--- src/rtl/des_key_rotator_if.sv ---
// des_key_rotator_if
//   Bundles the load request, the per-round output handshake and the status
//   flags of des_key_rotator. clk/rst_n stay plain ports on the modules.
//   master : the rotator (drives round data, status)
//   slave  : the key-load source / round consumer
//   Signals: start, decrypt, c_in, d_in, round_ready   (into rotator)
//            round_valid, round_idx, c_out, d_out,
//            busy, done, chk_err                      (out of rotator)
interface des_key_rotator_if #(
  parameter int HALF_W = 28,
  parameter int RIDX_W = 4
);
  logic              start;
  logic              decrypt;
  logic [HALF_W-1:0] c_in;
  logic [HALF_W-1:0] d_in;
  logic              round_ready;
  logic              round_valid;
  logic [RIDX_W-1:0] round_idx;
  logic [HALF_W-1:0] c_out;
  logic [HALF_W-1:0] d_out;
  logic              busy;
  logic              done;
  logic              chk_err;

  modport master (
    input  start, decrypt, c_in, d_in, round_ready,
    output round_valid, round_idx, c_out, d_out, busy, done, chk_err
  );

  modport slave (
    output start, decrypt, c_in, d_in, round_ready,
    input  round_valid, round_idx, c_out, d_out, busy, done, chk_err
  );
endinterface

--- src/rtl/des_key_rotator.sv ---
// des_key_rotator
//   DES key-schedule rotator. Loads the 28-bit C/D halves (after PC-1) and
//   presents one rotated C/D pair per round over a valid/ready handshake.
//   Encrypt rotates left by amt(i); decrypt outputs the loaded value at
//   step 0 and then rotates right by amt(ROUNDS-i). amt(i) = 1 when
//   SHIFT_ONE_MASK[i] is set, otherwise 2.
//   Ports:
//     clk    : clock, rising edge
//     rst_n  : asynchronous active-low reset
//     bus    : des_key_rotator_if.master (load inputs, round outputs,
//              busy/done/chk_err status)
//   Optional: define ROT_CLOSURE_CHECK_EN to build the rotation-closure check
//   driving chk_err in the FIN cycle; otherwise chk_err is tied low.
module des_key_rotator #(
  parameter int                HALF_W         = 28,
  parameter int                ROUNDS         = 16,
  parameter logic [ROUNDS-1:0] SHIFT_ONE_MASK = 16'h8103,
  parameter int                RIDX_W         = 4
) (
  input logic               clk,
  input logic               rst_n,
  des_key_rotator_if.master bus
);

  localparam logic [1:0] IDLE = 2'd0;
  localparam logic [1:0] OUT  = 2'd1;
  localparam logic [1:0] FIN  = 2'd2;

  localparam logic [RIDX_W-1:0] LAST_IDX = RIDX_W'(ROUNDS - 1);
  // Modulo-2^RIDX_W; ROUNDS - idx for idx in 1..ROUNDS-1 always fits.
  localparam logic [RIDX_W-1:0] ROUNDS_M = RIDX_W'(ROUNDS);

  logic [1:0]        state;
  logic              mode;
  logic [HALF_W-1:0] c_q;
  logic [HALF_W-1:0] d_q;
  logic [RIDX_W-1:0] idx_q;

  logic [RIDX_W-1:0] nxt_idx;
  logic [RIDX_W-1:0] dec_sel;
  logic              nxt_one;
  logic              accept_last;

  function automatic logic [HALF_W-1:0] rot(input logic [HALF_W-1:0] v,
                                             input logic              right,
                                             input logic              by_one);
    logic [HALF_W-1:0] r;
    if (right)
      r = by_one ? {v[0], v[HALF_W-1:1]} : {v[1:0], v[HALF_W-1:2]};
    else
      r = by_one ? {v[HALF_W-2:0], v[HALF_W-1]} : {v[HALF_W-3:0], v[HALF_W-1:HALF_W-2]};
    return r;
  endfunction

  always_comb begin
    nxt_idx     = idx_q + 1'b1;
    dec_sel     = ROUNDS_M - nxt_idx;
    nxt_one     = mode ? SHIFT_ONE_MASK[dec_sel] : SHIFT_ONE_MASK[nxt_idx];
    accept_last = (state == OUT) && bus.round_ready && (idx_q == LAST_IDX);
  end

  always_ff @(posedge clk or negedge rst_n) begin
    if (!rst_n) begin
      state <= IDLE;
      mode  <= 1'b0;
      c_q   <= '0;
      d_q   <= '0;
      idx_q <= '0;
    end else begin
      case (state)
        IDLE: begin
          if (bus.start) begin
            mode  <= bus.decrypt;
            idx_q <= '0;
            c_q   <= bus.decrypt ? bus.c_in : rot(bus.c_in, 1'b0, SHIFT_ONE_MASK[0]);
            d_q   <= bus.decrypt ? bus.d_in : rot(bus.d_in, 1'b0, SHIFT_ONE_MASK[0]);
            state <= OUT;
          end
        end
        OUT: begin
          if (bus.round_ready) begin
            if (idx_q == LAST_IDX) begin
              state <= FIN;
            end else begin
              idx_q <= nxt_idx;
              c_q   <= rot(c_q, mode, nxt_one);
              d_q   <= rot(d_q, mode, nxt_one);
            end
          end
        end
        FIN:     state <= IDLE;
        default: state <= IDLE;
      endcase
    end
  end

  assign bus.round_valid = (state == OUT);
  assign bus.busy        = (state == OUT);
  assign bus.done        = (state == FIN);
  assign bus.round_idx   = idx_q;
  assign bus.c_out       = c_q;
  assign bus.d_out       = d_q;

`ifdef ROT_CLOSURE_CHECK_EN
  logic [HALF_W-1:0] c_ld;
  logic [HALF_W-1:0] d_ld;
  logic [HALF_W-1:0] c_fin;
  logic [HALF_W-1:0] d_fin;
  logic              chk_q;

  // Decrypt never applied amt(0); undo it here so both modes compare
  // against a full turn.
  always_comb begin
    c_fin = mode ? rot(c_q, 1'b1, SHIFT_ONE_MASK[0]) : c_q;
    d_fin = mode ? rot(d_q, 1'b1, SHIFT_ONE_MASK[0]) : d_q;
  end

  always_ff @(posedge clk or negedge rst_n) begin
    if (!rst_n) begin
      c_ld  <= '0;
      d_ld  <= '0;
      chk_q <= 1'b0;
    end else begin
      chk_q <= 1'b0;
      if ((state == IDLE) && bus.start) begin
        c_ld <= bus.c_in;
        d_ld <= bus.d_in;
      end
      if (accept_last)
        chk_q <= (c_fin != c_ld) || (d_fin != d_ld);
    end
  end

  assign bus.chk_err = chk_q;
`else
  logic unused_accept_last;
  assign unused_accept_last = accept_last;
  assign bus.chk_err        = 1'b0;
`endif

endmodule

--- src/flat_wrapper.sv ---
// flat-port wrapper written by rule: the top's interface ports become plain ports
module des_key_rotator_flat 
#(
  parameter int                HALF_W         = 28,
  parameter int                ROUNDS         = 16,
  parameter logic [ROUNDS-1:0] SHIFT_ONE_MASK = 16'h8103,
  parameter int                RIDX_W         = 4
)
  (clk, rst_n, bus_start, bus_decrypt, bus_c_in, bus_d_in, bus_round_ready, bus_round_valid, bus_round_idx, bus_c_out, bus_d_out, bus_busy, bus_done, bus_chk_err);
  des_key_rotator_if #(.HALF_W(HALF_W), .RIDX_W(RIDX_W)) bus_i ();
  input logic clk;
  input logic rst_n;
  input wire logic [$bits(bus_i.start)-1:0] bus_start;
  input wire logic [$bits(bus_i.decrypt)-1:0] bus_decrypt;
  input wire logic [$bits(bus_i.c_in)-1:0] bus_c_in;
  input wire logic [$bits(bus_i.d_in)-1:0] bus_d_in;
  input wire logic [$bits(bus_i.round_ready)-1:0] bus_round_ready;
  output wire logic [$bits(bus_i.round_valid)-1:0] bus_round_valid;
  output wire logic [$bits(bus_i.round_idx)-1:0] bus_round_idx;
  output wire logic [$bits(bus_i.c_out)-1:0] bus_c_out;
  output wire logic [$bits(bus_i.d_out)-1:0] bus_d_out;
  output wire logic [$bits(bus_i.busy)-1:0] bus_busy;
  output wire logic [$bits(bus_i.done)-1:0] bus_done;
  output wire logic [$bits(bus_i.chk_err)-1:0] bus_chk_err;
  assign bus_i.start = bus_start;
  assign bus_i.decrypt = bus_decrypt;
  assign bus_i.c_in = bus_c_in;
  assign bus_i.d_in = bus_d_in;
  assign bus_i.round_ready = bus_round_ready;
  assign bus_round_valid = bus_i.round_valid;
  assign bus_round_idx = bus_i.round_idx;
  assign bus_c_out = bus_i.c_out;
  assign bus_d_out = bus_i.d_out;
  assign bus_busy = bus_i.busy;
  assign bus_done = bus_i.done;
  assign bus_chk_err = bus_i.chk_err;
  des_key_rotator #(.HALF_W(HALF_W), .ROUNDS(ROUNDS), .SHIFT_ONE_MASK(SHIFT_ONE_MASK), .RIDX_W(RIDX_W)) u_core (.clk(clk), .rst_n(rst_n), .bus(bus_i));
endmodule
--- config.mk ---
export PLATFORM = sky130hd
export DESIGN_NAME = des_key_rotator_flat
export DESIGN_NICKNAME = d
export VERILOG_FILES = /design/src/rtl/des_key_rotator_if.sv /design/src/rtl/des_key_rotator.sv /design/src/flat_wrapper.sv
export SDC_FILE = /design/constraint.sdc
export NUM_CORES = 1
export LEC_CHECK = 0
export CAP_MARGIN = 20
export CORE_MARGIN = 3
export CORE_UTILIZATION = 45
export CTS_CLUSTER_DIAMETER = 50
export DETAILED_ROUTE_END_ITERATION = 10
export MAX_ROUTING_LAYER = met4
export PLACE_DENSITY = 0.7
export SYNTH_ARGS = -nofsm -noshare
export SYNTH_HDL_FRONTEND = slang
export SYNTH_SLANG_ARGS = --single-unit
--- constraint.sdc ---
create_clock -name clk -period 3.5 [get_ports clk]
set_input_delay 0.35 -clock clk [delete_from_list [all_inputs] [get_ports clk]]
set_output_delay 0.35 -clock clk [all_outputs]
set_load 0.01 [all_outputs]
* After elaboration in Yosys (flattened, before gate mapping)
Memories as Yosys holds them, arrays and structs flattened.
Index checks and enable logic that the tools add are counted.
** Word-level totals
- Flip-flop bits (word level) :: 63
- Output and inout port bits :: 64
- Memories :: 2
- Logic and storage cells :: 50
- Bits in read-only memories :: 32
- Input port bits :: 61
** Cells by class
- $add $sub $neg :: 2
- $lt $le $gt $ge :: 2
- Equality and inequality tests :: 7
- Mux-type cells :: 27
- Reduce and logical (&&, ||, !) cells :: 5
** Memory list
- (name not given) :: depth 16, bits a word 1, read ports 1, clocked after Yosys merged registers in 0, wr ports 0, RTL line des_key_rotator.sv:58 : nxt_one = mode ? SHIFT_ONE_MASK[dec_sel] : SHIFT_ONE_MASK[nxt_idx];
- (name not given) :: depth 16, bits a word 1, read ports 1, clocked after Yosys merged registers in 0, wr ports 0, RTL line des_key_rotator.sv:58
** Operators with widths (count)
- $mux W28 :: 14
- $pmux W28 S2 :: 2
- $mux W4 :: 3
- $lt A4 B5 Y1 const B :: 2
- $pmux W4 S2 :: 1
- $mux W2 :: 3
- $ne A2 B2 Y1 const B :: 3
- $add A4 B1 Y4 const B :: 1
- $eq A4 B4 Y1 const B :: 1
- $pmux W2 S2 :: 1
- $reduce_and A4 Y1 :: 1
- $sub A1 B4 Y4 const A :: 1
- $mux W1 :: 3
- $reduce_and A3 Y1 :: 1
- $eq A2 B1 Y1 const B :: 1
- $eq A2 B2 Y1 const B :: 1
- $logic_not A2 Y1 :: 1
- $ne A2 B1 Y1 const B :: 1
- $reduce_and A2 Y1 :: 1
- $reduce_bool A2 Y1 :: 1

* Longest topological paths before layout
- Depth after elaboration :: 10
- Gate-level depth with buffers :: 11
- Mapped depth without buffers :: 8

* Least setup slack after synthesis
Ideal clock, no wire load.
- Kind :: register to register
- From :: reg u_core.idx_q[0], in the netlist u_core.bus.round_idx[0]
- To :: reg u_core.c_q[10], in the netlist u_core.bus.c_out[10]
- Period minus slack after synthesis :: 2.307 ns
- Stages on the path, launching flop included :: 12
- Arrival time :: 2.175 ns
- Setup time :: 0.132 ns
- Data required time :: 3.368 ns
- Path slack :: 1.193 ns
- Buffers on the path :: 3
- Cells stage by stage :: dfrtp_1 buf_2 inv_1 ha_1 nor2b_1 o21ai_0 o311ai_0 a32oi_2 buf_6 buf_8 mux2i_1 a21oi_1
** Between the ends
- Word-level cells in the longest chain between the ends :: 10
** RTL lines
- from (decl) :: RTL line des_key_rotator.sv:37 : logic [RIDX_W-1:0] idx_q;
- from (signal assigned) :: RTL line des_key_rotator.sv:85 : idx_q <= nxt_idx;
- $add A4 B1 Y4 :: RTL line des_key_rotator.sv:56 : nxt_idx = idx_q + 1'b1;
- $sub A1 B4 Y4 :: RTL line des_key_rotator.sv:57 : dec_sel = ROUNDS_M - nxt_idx;
- $mem_v2 Z16 W1
- $mux W1 (not written as such) :: RTL line des_key_rotator.sv:58
- $mux W1 :: RTL line des_key_rotator.sv:58
- $mux W28, on equally long branches :: RTL line des_key_rotator.sv:51, des_key_rotator.sv:49
- $mux W28 :: RTL line des_key_rotator.sv:48 : if (right)
- $mux W28 :: RTL line des_key_rotator.sv:82 : if (idx_q == LAST_IDX) begin
- $mux W28 :: RTL line des_key_rotator.sv:81 : if (bus.round_ready) begin
- $pmux W28 S2 :: RTL line des_key_rotator.sv:70 : case (state)
- to (signal assigned) :: RTL line des_key_rotator.sv:75 : c_q <= bus.decrypt ? bus.c_in : rot(bus.c_in, 1'b0, SHIFT_ONE_MASK[0]);
- to (signal assigned) :: RTL line des_key_rotator.sv:86 : c_q <= rot(c_q, mode, nxt_one);
- to (decl) :: RTL line des_key_rotator.sv:35 : logic [HALF_W-1:0] c_q;
Parallel ways exist; a longest one is shown, timed or not. The select of a mux whose other input is x is not followed.
A chain may end at the register's enable or synchronous reset.

* Final worst setup path
- From :: reg u_core.idx_q[0], in the netlist u_core.bus.round_idx[0]
- To :: reg u_core.c_q[23], in the netlist u_core.bus.c_out[23]
Same word-level chain as after synthesis.

==> impl_results.md <==
* Outcome: finished, final reports clean
* Initial antenna violation count at 0
* Routed WL per cell at 17.0 µm
* Required @ worst endpoint at ~3.7 ns
* Worst Hold Class: input port to async pin
* Total congestion overflow at 0
* Count of input and output buffers at 123
* Sequential area share after synthesis at 0.282
* Slowest-stage cell, CP: dfrtp_1
* Core area at 0.0121 mm²
* DP Area at roughly 0.0068 mm²
* Layout cell share with drive strength beyond 1 at 0.0460
* Final period demand of the worst path at 2.77 ns
* Fill count at 1100
* EDFF count, synth at 0
* Die width at 117 µm
* Max-cap violation count at 0
* CP top delay family: compound AO/OA/AOI/OAI gates
* Post-layout util at 0.591
* Asr flop ratio synth at 1.00
* Worst flop-to-flop path startpoint: u_core.bus.round_idx[0]$_DFFE_PN0P_
* DRC at 0
* Arr. time, crit path at 2.97 ns
* Row count at 40
* Syn. warnings at 0
* # H-tree levels at 3
* R2R setup slack at 0.73 ns
* CTS Buf Count at 9
* Synth-to-Final Area Change at 27.7%
* CP bufs+invs at 2
* IO Count at between 100 and 150
* Worst Max-Slew Pin Slew at 0.911 ns
* Number of global-route vias before repair at 5594
* Reg area at 0.00158 mm²
* First-pass GRT wire length at 27.3 mm
* Ant. Diodes at 0
* Drt initial violations at 438
* Synth unique cells at 36
* Syn Area/Cell at 8.00 µm²
* Max_slew headroom at 0.392
* Setup TNS at 0 ns
* Die height at roughly 120 µm
* Root buf cell: clkbuf_16
* Unrepaired setup endpoints after global routing: no
* Max FO, Critical Path at 56
* Final hold violations at 0
* Largest net degree at the start of global routing at 58
* GP Congestion at 0.850
* Hold buffer count at CTS at 0
* Vias post-DR at 5668
* Cts repair resizes at 0
* Pwr per Cell Area at slightly above 1000 mW/mm²
* GRT Util Overall at 0.240
* Slew Viols, Final at 0
* Final total power at 7.28 mW
* Cells after synthesis at 698
* Post-route cell area at 0.00713 mm²
* Post-synth top area share at 0.282
* Worst Path Class, Setup: flip-flop to flip-flop
* Clk sink count at 63
* Vias per inst at 5.96
* Initial core utilization at 0.463
* Fin crit share at 0.791
* LEAKAGE at 3.11 nW
* Area contributors post-synth: dfrtp_1 28%, mux2i_1 20%, o221ai_1 8.8%, nand2_1 8.1%, nor2b_1 6.6%
* Peak VDD IR at 662 µV
* Routed WL at 16.1 mm
* Final Skew at 0.00533 ns
* R2R depth at 9
* Number of setup buffers added after CTS at 0
* FF-to-FF End: u_core.bus.c_out[23]$_DFFE_PN0P_
* Peak Freq at 361 MHz
* Clock Tree Buf Depth at 2
* Clk slew on worst S/H paths at 0.05 ns
* Area occupied by multi-input gates at roughly 0.0037 mm²
* Post-synth top area cell: dfrtp_1
* Synth Cell Area at 0.00558 mm²
* Max incr delay on CP at 0.52 ns
* #FFs+latches synth at 63
* Die ar. at approximately 0.014 mm²
* Top_reg_cell synth: dfrtp_1
* Layout Nets at 842
* Setup violators final at 0
* First-pass DRT Iterations at 5
* Critical Path, Cell by Cell: inv_1, ha_1, nor2b_1, nor2_1, a222oi_1, a32oi_4, buf_12, mux2i_1, a21oi_1
* CTS tree: built
* Critical Path End Type: flip-flop
* Synth Net Count at between 700 and 800
* Clock latency on the worst-skew pair at 0.33 ns
* Startpoint types: flip-flop
* DP HPWL at 10.7 mm
* Post-DRT Antenna Nets at 0
[power breakdown]
group | switching, mW | internal, mW | leakage [nW]
Clock | 0.330 | 0.607 | 0.156
Combinational | 2.49 | 2.18 | 2.17
Sequential | 0.574 | 1.10 | 0.782
[per-layer routing]
layer	global-route usage	vias to the layer above	wire length, µm
met5	-	-	0
met4	0.0806	0	324
met3	0.0400	29	966
met2	0.374	209	7490
met1	0.320	2709	7340
li1	-	2721	-
[synth_stat cells, types with 3 or more instances]
cell      number
a21oi_1       60
a22o_1         4
a31oi_1       56
buf_2         25
buf_4          6
buf_8          4
clkbuf_1      26
dfrtp_1       63
ha_1           3
inv_1          3
mux2_2         3
mux2i_1      112
nand2_1      120
nand2b_1       4
nand3_1        3
nor2_1        65
nor2b_1       59
o21ai_0        4
o221ai_1      56
[kinds of logic after synthesis]
group                      after synthesis  synth area share
and+or+nand+nor                        258             0.206
buffers and inverters                   67            0.0654
other                                    1          0.000672
AOI/OAI and AO/OA                      189             0.229
DFF                                     63             0.282
adders and majority gates                3           0.00672
muxes                                  115             0.207
xor gates and xnor gates                 2           0.00314
[cell usage in the layout (no fill, tap or decap), drive strengths merged]
| cell type | synthesis | layout |
|---|---|---|
| a21oi | 60 | 60 |
| a222oi | 1 | 1 |
| a22o | 4 | 4 |
| a31oi | 56 | 56 |
| a32o | 1 | 1 |
| a32oi | 1 | 1 |
| and2 | 1 | 1 |
| and3 | 2 | 2 |
| buf | 38 | 12 |
| bufinv | 0 | 1 |
| clkbuf | 26 | 13 |
| clkdlybuf4s50 | 0 | 121 |
| clkinv | 0 | 2 |
| conb | 1 | 1 |
| dfrtp | 63 | 63 |
| ha | 3 | 3 |
| inv | 3 | 3 |
| mux2 | 3 | 3 |
| mux2i | 112 | 112 |
| nand2 | 120 | 120 |
| nand2b | 4 | 4 |
| nand3 | 3 | 3 |
| nand4 | 1 | 1 |
| nor2 | 65 | 65 |
| nor2b | 59 | 59 |
| nor3 | 1 | 1 |
| o21ai | 5 | 5 |
| o21bai | 2 | 2 |
| o221ai | 56 | 56 |
| o311ai | 2 | 2 |
| o32ai | 1 | 1 |
| or3 | 1 | 1 |
| or3b | 1 | 1 |
| xor2 | 2 | 2 |
[through the flow]
step	instances	hold WS [ns]	setup WS [ns]
finish	951	0.00797	0.731
global route	951	0.0580	0.561
detailed placement	935	0.380	0.791
CTS	951	0.0274	0.758
floorplan	698	0.0544	1.19
global placement	934	0.543	0.889
[worst max-delay path by stage]
stage | cells after the start | start | endpoint
detailed placement | 9 | u_core.bus.round_idx[0]$_DFFE_PN0P_ | u_core.bus.d_out[11]$_DFFE_PN0P_
global route | 8 | u_core.bus.round_idx[1]$_DFFE_PN0P_ | u_core.bus.d_out[11]$_DFFE_PN0P_
CTS | 9 | u_core.bus.round_idx[0]$_DFFE_PN0P_ | u_core.bus.d_out[13]$_DFFE_PN0P_
global placement | 8 | u_core.bus.round_idx[1]$_DFFE_PN0P_ | u_core.bus.d_out[0]$_DFFE_PN0P_
finish | 9 | u_core.bus.round_idx[0]$_DFFE_PN0P_ | u_core.bus.c_out[23]$_DFFE_PN0P_
floorplan | 11 | u_core.bus.round_idx[0]$_DFFE_PN0P_ | u_core.bus.c_out[10]$_DFFE_PN0P_
[flip-flops by register name, summed over array words and instances, names as in the netlist]
name and flops:
u_core.bus.d_out 28, u_core.state 2, u_core.mode 1, u_core.bus.round_idx 4, u_core.bus.c_out 28
[area by class of cell]
| type | instances | area share |
|---|---|---|
| clock buffers | 13 | 0.0379 |
| flip-flops and latches | 63 | 0.221 |
| repair buffers | 133 | 0.189 |
| well taps | 168 | 0.0295 |
| multi-input cells | 568 | 0.515 |
| inverters | 3 | 0.00158 |
| clock inverters | 3 | 0.00562 |
No activity file was read; power rests on OpenSTA's default activity.
